**src/rtl/fetch_trace_monitor.sv**
```systemverilog
`default_nettype none
// ============================================================================
//  Module      : fetch_trace_monitor
//  Description : Captures qualified instruction/data fetch words into a tagged
//                trace FIFO, counts accepted events per stream and keeps a
//                running rotate-XOR signature. The trace is read out through
//                a valid/ready port.
//  Revision    : 1.0 - initial release
// ============================================================================
module fetch_trace_monitor #(
    parameter int                    WORD_WIDTH = 32,
    parameter int                    DEPTH      = 8,
    parameter int                    CNT_WIDTH  = 16,
    parameter logic [WORD_WIDTH-1:0] SIG_SEED   = '0
) (
    input  logic                  clk,
    input  logic                  rst,
    input  logic                  start,
    input  logic [WORD_WIDTH-1:0] fetch_inst,
    input  logic                  inst_valid,
    input  logic [WORD_WIDTH-1:0] fetch_data,
    input  logic                  data_valid,
    input  logic                  out_ready,
    output logic                  out_valid,
    output logic                  out_tag,
    output logic [WORD_WIDTH-1:0] out_word,
    output logic [CNT_WIDTH-1:0]  inst_cnt,
    output logic [CNT_WIDTH-1:0]  data_cnt,
    output logic [WORD_WIDTH-1:0] signature,
    output logic                  overflow,
    output logic                  busy
);

    localparam int                  c_ADDR_W   = (DEPTH > 1) ? $clog2(DEPTH) : 1;
    localparam logic [c_ADDR_W:0]   c_DEPTH    = (c_ADDR_W+1)'(DEPTH);
    localparam logic [c_ADDR_W:0]   c_DEPTH_M1 = (c_ADDR_W+1)'(DEPTH - 1);
    localparam logic [CNT_WIDTH-1:0] c_CNT_MAX = '1;

    typedef enum logic [0:0] {
        ST_IDLE    = 1'b0,
        ST_CAPTURE = 1'b1
    } state_t;

    state_t                  r_state;
    logic                    r_start_q;
    logic [c_ADDR_W-1:0]     r_wptr;
    logic [c_ADDR_W-1:0]     r_rptr;
    logic [c_ADDR_W:0]       r_count;
    logic [WORD_WIDTH:0]     r_mem [DEPTH];
    logic [CNT_WIDTH-1:0]    r_inst_cnt;
    logic [CNT_WIDTH-1:0]    r_data_cnt;
    logic [WORD_WIDTH-1:0]   r_sig;
    logic                    r_overflow;
    logic                    r_busy;

    logic                    w_cap;
    logic                    w_free_ge1;
    logic                    w_free_ge2;
    logic                    w_inst_acc;
    logic                    w_data_acc;
    logic                    w_drop;
    logic                    w_pop;
    logic [c_ADDR_W-1:0]     w_data_addr;
    logic [WORD_WIDTH-1:0]   w_sig_a;
    logic [WORD_WIDTH-1:0]   w_sig_b;
    logic [WORD_WIDTH:0]     w_head;

    function automatic logic [WORD_WIDTH-1:0] rotl1(input logic [WORD_WIDTH-1:0] v);
        return {v[WORD_WIDTH-2:0], v[WORD_WIDTH-1]};
    endfunction

    // Acceptance decisions use the occupancy at the start of the cycle; a pop
    // in the same cycle does not make room for a push.
    always_comb begin
        w_cap       = (r_state == ST_CAPTURE) && start;
        w_free_ge1  = (r_count != c_DEPTH);
        w_free_ge2  = (r_count < c_DEPTH_M1);
        w_inst_acc  = w_cap && inst_valid && w_free_ge1;
        w_data_acc  = w_cap && data_valid && (w_inst_acc ? w_free_ge2 : w_free_ge1);
        w_drop      = w_cap && ((inst_valid && !w_inst_acc) || (data_valid && !w_data_acc));
        w_pop       = out_valid && out_ready;
        w_data_addr = w_inst_acc ? (r_wptr + c_ADDR_W'(1)) : r_wptr;
        w_sig_a     = w_inst_acc ? (rotl1(r_sig) ^ fetch_inst) : r_sig;
        w_sig_b     = w_data_acc ? (rotl1(w_sig_a) ^ fetch_data) : w_sig_a;
    end

    // Trace storage; contents are don't-care until written, so no reset.
    always_ff @(posedge clk) begin
        if (w_inst_acc) begin
            r_mem[r_wptr] <= {1'b0, fetch_inst};
        end
        if (w_data_acc) begin
            r_mem[w_data_addr] <= {1'b1, fetch_data};
        end
    end

    // Control FSM, FIFO bookkeeping, counters, signature and sticky overflow.
    always_ff @(posedge clk or posedge rst) begin
        if (rst) begin
            r_state    <= ST_IDLE;
            r_start_q  <= 1'b0;
            r_wptr     <= '0;
            r_rptr     <= '0;
            r_count    <= '0;
            r_inst_cnt <= '0;
            r_data_cnt <= '0;
            r_sig      <= SIG_SEED;
            r_overflow <= 1'b0;
            r_busy     <= 1'b0;
        end else begin
            r_start_q <= start;
            r_wptr    <= r_wptr + c_ADDR_W'(w_inst_acc) + c_ADDR_W'(w_data_acc);
            r_rptr    <= r_rptr + c_ADDR_W'(w_pop);
            r_count   <= r_count + (c_ADDR_W+1)'(w_inst_acc)
                                 + (c_ADDR_W+1)'(w_data_acc)
                                 - (c_ADDR_W+1)'(w_pop);
            case (r_state)
                ST_IDLE: begin
                    if (start && !r_start_q) begin
                        r_state    <= ST_CAPTURE;
                        r_busy     <= 1'b1;
                        r_inst_cnt <= '0;
                        r_data_cnt <= '0;
                        r_overflow <= 1'b0;
                        r_sig      <= SIG_SEED;
                    end
                end
                ST_CAPTURE: begin
                    if (!start) begin
                        r_state <= ST_IDLE;
                        r_busy  <= 1'b0;
                    end else begin
                        if (w_inst_acc && (r_inst_cnt != c_CNT_MAX)) begin
                            r_inst_cnt <= r_inst_cnt + 1'b1;
                        end
                        if (w_data_acc && (r_data_cnt != c_CNT_MAX)) begin
                            r_data_cnt <= r_data_cnt + 1'b1;
                        end
                        if (w_drop) begin
                            r_overflow <= 1'b1;
                        end
                        r_sig <= w_sig_b;
                    end
                end
                default: begin
                    r_state <= ST_IDLE;
                    r_busy  <= 1'b0;
                end
            endcase
        end
    end

    assign w_head    = r_mem[r_rptr];
    assign out_valid = (r_count != '0);
    assign out_tag   = out_valid & w_head[WORD_WIDTH];
    assign out_word  = out_valid ? w_head[WORD_WIDTH-1:0] : '0;
    assign inst_cnt  = r_inst_cnt;
    assign data_cnt  = r_data_cnt;
    assign signature = r_sig;
    assign overflow  = r_overflow;
    assign busy      = r_busy;

endmodule
`default_nettype wire

```
**config.mk**
```make
export PLATFORM = sky130hd
export DESIGN_NAME = fetch_trace_monitor
export DESIGN_NICKNAME = d
export VERILOG_FILES = /design/src/rtl/fetch_trace_monitor.sv
export SDC_FILE = /design/constraint.sdc
export NUM_CORES = 1
export LEC_CHECK = 0
export CAP_MARGIN = 40
export CORE_AREA = 2 2 235 237
export DETAILED_ROUTE_END_ITERATION = 10
export DIE_AREA = 0 0 237 239
export PLACE_DENSITY = 0.5
export RECOVER_POWER = 50
export SLEW_MARGIN = 10
export SYNTH_ARGS = -nofsm -noshare
export SYNTH_HDL_FRONTEND = slang
export SYNTH_SLANG_ARGS = --single-unit
```
**constraint.sdc**
```tcl
create_clock -name clk -period 4.1 [get_ports clk]
set_input_delay 0.82 -clock clk [delete_from_list [all_inputs] [get_ports clk]]
set_output_delay 0.82 -clock clk [all_outputs]
set_load 0.02 [all_outputs]
```
; After elaboration in Yosys (flattened, before gate mapping)
; Memory sizes are Yosys's and may differ from the RTL's.
; Index checks and enable logic that the tools add are counted.
[op_classes]
n_reduce_logical = 22
addsub = 9
n_eq_ne = 9
n_bitwise = 4
n_mux = 29
order_cmp = 1
[op_table]
columns = op, n
row1 = 32-bit 2-to-1 mux, 5
row2 = 16-bit 2-to-1 mux, 5
row3 = 16-bit one-hot mux with 2 select lines, 2
row4 = 32-bit one-hot mux with 2 select lines, 1
row5 = 32-bit bitwise XOR, 2
row6 = "16-bit by 1-bit adder with 16-bit output, second input constant", 2
row7 = "16-bit inequality test, second input constant", 2
row8 = 1-bit logical AND, 12
row9 = 1-bit 2-to-1 mux, 12
row10 = 3-bit by 1-bit adder with 3-bit output, 3
row11 = 3-bit AND reduction, 3
row12 = 4-bit by 1-bit adder with 4-bit output, 2
row13 = "2-bit by 1-bit inequality test with 1-bit output, second input constant", 3
row14 = "2-bit inequality test, second input constant", 3
row15 = 1-bit one-hot mux with 2 select lines, 3
row16 = "4-bit by 3-bit < comparator with 1-bit output, second input constant", 1
row17 = "4-bit inequality test, second input constant", 1
row18 = 2-bit AND reduction, 2
row19 = 4-bit nonzero test, 1
row20 = 4-bit by 1-bit subtractor with 4-bit output, 1
row21 = "3-bit by 1-bit adder with 3-bit output, second input constant", 1
row22 = 1-bit zero test, 3
row23 = 3-bit 2-to-1 mux, 1
row24 = 1-bit bitwise AND, 1
row25 = 2 further kinds, 2
[word_totals]
mem_bits_rw = 264
word_cells = 85
mem_count = 1
ff_bits = 78
in_bits = 70
[memory_table]
columns = name, words, width, read_ports, rd_ports_with_merged_regs, wr, line
row1 = r_mem, 8, 33, 1, 0, 2, 49  ; logic [WORD_WIDTH:0] r_mem [DEPTH];

; Depth between registers and ports, before layout
[logic_depth]
depth_word = 12
depth_mapped = 12

; Worst setup path after synthesis
; OpenSTA, ideal clock, no wires.
[synth_timing]
path_type = input to register
from = input port inst_valid
to = memory r_mem[0][0] (netlist bit), enable pin
setup_ps = 394
path_buffers = 3
setup_slack_ps = 981
required_time_ps = 3706
arrival_ps = 2725
cell_stages = 8
path_cell_list = and3_1 buf_2 nand4b_1 a21oi_1 nor2b_1 buf_2 buf_6 nand2b_1
[synth_rtl]
columns = item, line
row1 = from (decl), 20  ; input logic inst_valid,
row2 = to (decl), 49

; Final worst setup path
[layout_timing]
from = register r_rptr[0]
to = output port out_word[0]
[layout_between]
elab_chain_len = 2
[layout_lines]
columns = item, line
row1 = from (decl), 47  ; logic [c_ADDR_W-1:0] r_rptr;
row2 = from (signal assigned), 113  ; r_rptr <= r_rptr + c_ADDR_W'(w_pop);
row3 = memory 8 x 33 bit, -
row4 = 32-bit 2-to-1 mux, 156  ; assign out_word = out_valid ? w_head[WORD_WIDTH-1:0] : '0;
row5 = to (decl), 26  ; output logic [WORD_WIDTH-1:0] out_word,
; No other way between the ends.

==> flow_summary_export.csv <==
group,metric,value,unit
power,leakagePower,7.70,nW
power,peakVddDrop,0.311,mV
setup_path,cpLargestDelayFamily,"multiplexers",
setup_path,critical-path-max-stage-delay,0.64,ns
floorplanning,initial_core_util,0.336,
floorplanning,coreArea,0.0543,mm^2
floorplanning,die-width,237,um
setup_path,cp.arrival,3.15,ns
drt,drt-wirelength-per-cell,26.3,um
placement,place_area,0.0207,mm^2
timing,drv_slew,56,
setup_path,worstPathCellList,"buf_12 -> mux4_2 -> mux2i_1 -> nor2_1 -> clkdlybuf4s50_1",
clocking,cts_hold_repair.buffers,0,
timing,relSlewSlack,-1.02,
clocking,number_of_buffers_created_by_cts,41,
clocking,ctsResizeCount,0,
cells_and_area,final_util,0.401,
cells_and_area,multi_input_comb_area,0.00744,mm^2
logic_synthesis,postSynthNetCount,1518,
cells_and_area,fillerInstances,5061,
logic_synthesis,synth_area_per_cell,12.8,um^2
drt,remaining_drc_errors,0,
logic_synthesis,synth.cell_area,0.0183,mm^2
drt,drt-initial-drc-count,1066,
clocking,insertion_delay,0.57,ns
placement,place.detailed.hpwl,37800,um
drt,antenna_violating_nets_post_route,0,
global_routing,grt_max_degree,41,
run,max_cap_viol_count,2,
clocking,cts_max_level,2,
timing,final_period_minus_worst_setup_slack,3.97,ns
timing,hold_ws,0.454,ns
timing,finalClockSkew,0.0141,ns
cells_and_area,layout.nets,1618,
global_routing,grt_use_met1,0.290,
floorplanning,floorplan.io_pins,170,
drt,detail_route.wirelength,59800,um
clocking,post_cts.repair.setup_buffers,0,
setup_path,worst-setup-path-type,"reg2out",
logic_synthesis,synthCells,1434,
logic_synthesis,synth-warning-count,0,
timing,tns,0,ns
setup_path,cp_num_buf_inv,2,
clocking,numClockSinks,342,
global_routing,grt_first_pass_wirelength,89800,um
cells_and_area,layout-drive-gt1-share,0.134,
setup_path,worst_path_max_delay_cell,"sky130_fd_sc_hd__dfrtp_4",
placement,gp_routability_congestion,0.811,
status,status,"finished with violations",
global_routing,grtUsageMet3,0.0492,
global_routing,grt_pass1_vias,13693,
global_routing,grtUsageTotal,0.212,
setup_path,critPathCaptureType,"output port",
logic_synthesis,number_of_synthesized_register_bits,342,
placement,portBuffers,169,
timing,finalHoldViolations,0,
setup_path,worst-endpoint-required,3.28,ns
power,powerDensity,551,mW/mm^2
clocking,tritoncts,"built",
drt,drt_first_pass_iters,5,
cells_and_area,final_cells,2270,
clocking,cts_max_path_buffers,3,
hold_path,worst_hold_path_type,"reg2reg",
status,failing_checks,"capacitance limit, slew limit",
timing,grt_setup_unrepaired,"false",
clocking,path_clk_slew,0.06,ns
global_routing,global_route.usage.met2,0.336,
cells_and_area,register_area,0.00981,mm^2
global_routing,antenna_found_initial,3,
global_routing,overflow,0,
cells_and_area,diodes,0,
drt,detail_route.vias_per_cell,5.94,
timing,top_achievable_clock_speed,252,MHz
clocking,root_driver,"sky130_fd_sc_hd__clkbuf_16",
floorplanning,placementRows,86,
floorplanning,die_h,239,um
timing,setup_viol,0,
logic_synthesis,synth.yosys.seq_area_share,0.536,
global_routing,grt.busiest_layer,"met2",
setup_path,cp-start-kind,"flip-flop",
cells_and_area,area_delta_synth_final,19.2,%
floorplanning,fp.dieArea,0.0566,mm^2
logic_synthesis,synth_cell_type_count,58,
drt,dr_total_vias,13475,
cells_and_area,final_cell_area,0.0218,mm^2
placement,place_inst,2195,
setup_path,worst-path-max-fanout,30,
timing,min_period_over_period,0.968,
timing,worst-slew-pin-transition,2.99,ns
-- flip-flops by register name (all words and copies together) (netlist names) --
| register | count |
|---|---|
| data_cnt | 16 |
| r_count | 4 |
| r_state | 1 |
| r_mem | 264 |
| inst_cnt | 16 |
| busy | 1 |
| overflow | 1 |
| r_start_q | 1 |
| r_rptr | 3 |
| signature | 32 |
| r_wptr | 3 |
-- Yosys cell counts (all sizes together) --
cell / instances / area [um^2]
o2111ai: 2 / 41.3
a31o: 1 / 8.76
o41ai: 2 / 17.5
and3: 3 / 18.8
xor2: 38 / 333
ha: 13 / 163
nor3b: 3 / 37.5
fa: 1 / 20.0
o211ai: 3 / 22.5
nor2b: 4 / 25.0
nand3: 50 / 250
and4: 2 / 17.5
nand4b: 1 / 8.76
o31ai: 8 / 60.1
and2: 6 / 37.5
or4: 9 / 71.3
xnor2: 7 / 61.3
a21oi: 48 / 244
dfxtp: 8 / 160
or2: 10 / 62.6
inv: 26 / 97.6
a32o: 32 / 320
or3: 37 / 231
a211oi: 2 / 15.0
nand4: 14 / 87.6
nor2: 50 / 195
a31oi: 1 / 6.26
clkbuf: 63 / 236
buf: 115 / 684
o311ai: 3 / 26.3
nand2: 24 / 92.6
o211a: 1 / 10.0
mux2i: 42 / 420
o21ai: 80 / 400
dfrtp: 78 / 1950
nor3: 41 / 225
nand2b: 7 / 43.8
a21o: 5 / 37.5
o21bai: 5 / 37.5
edfxtp: 256 / 7690
nor4: 7 / 50.1
or3b: 2 / 20.0
a22o: 258 / 2260
mux4: 66 / 1490
-- power breakdown --
group	total (mW)	internal (mW)	switching (mW)
Combinational	3.91	1.80	2.10
Sequential	4.39	4.05	0.348
Clock	3.72	2.23	1.49
-- cell usage in the layout (no fill, tap or decap), drive strengths merged, types with 8 or more instances in the layout --
cell type | Yosys | layout
or3 | 37 | 37
dlygate4sd3 | 0 | 68
dfrtp | 78 | 78
clkinv | 0 | 20
or2 | 10 | 10
edfxtp | 256 | 256
a21oi | 48 | 48
a22o | 258 | 258
clkbuf | 63 | 74
mux4 | 66 | 66
o21ai | 80 | 80
buf | 115 | 45
nand4 | 14 | 14
nor3 | 41 | 41
mux2i | 42 | 42
ha | 13 | 13
a32o | 32 | 32
xor2 | 38 | 38
inv | 26 | 23
nand2 | 24 | 24
nor2 | 50 | 50
or4 | 9 | 9
nand3 | 50 | 50
clkdlybuf4s50 | 0 | 101
o31ai | 8 | 8
dfxtp | 8 | 8
-- metal layers --
metal | vias to the layer above | part of all wire
met1 | 6916 | 0.43
li1 | 5897 | -
met2 | 566 | 0.47
met5 | - | 0.00054
met4 | 6 | 0.022
met3 | 90 | 0.081
-- worst paths after layout --
path / from / end / slack (ns) / cells after the start
worst max-delay path: r_rptr[0] / out_word[0] / 0.13 / 5
worst min-delay path: r_mem[2][32] / r_mem[2][32] / 0.45 / 1
worst max register to register: r_count[2] / data_cnt[5] / 0.32 / 10
worst min register to register: r_mem[2][32] / r_mem[2][32] / 0.45 / 1
max in group asynchronous: rst / r_rptr[0] / 0.75 / 3
min in group asynchronous: rst / signature[29] / 0.67 / 2
-- final cells by class --
type,count,share of cell area
flip-flops and latches,342,0.450
multi-input cells,888,0.341
repair buffers,235,0.102
clock buffers,53,0.0529
well taps,704,0.0404
clock inverters,22,0.00941
inverters,26,0.00453
-- metrics by stage --
stage | setup WS, ns | power (mW)
after floorplan | 0.981 | 6.83
after global placement | 0.587 | 8.47
after detailed placement | 0.514 | 8.50
after CTS | 0.144 | 12.2
after global routing | 0.0621 | 12.6
final | 0.131 | 12.0
-- cells by family (layout without fill, tap and decap cells) --
group           Yosys count  count (layout)  synth area share
simple gates            270             270            0.0807
compound gates          451             451             0.192
mux                     108             108             0.104
xor+xnor                 45              45            0.0216
buf+inv                 204             336            0.0557
fa+ha+maj                14              14           0.00999
flops                   342             342             0.536
(Power assumes the default switching activity.)
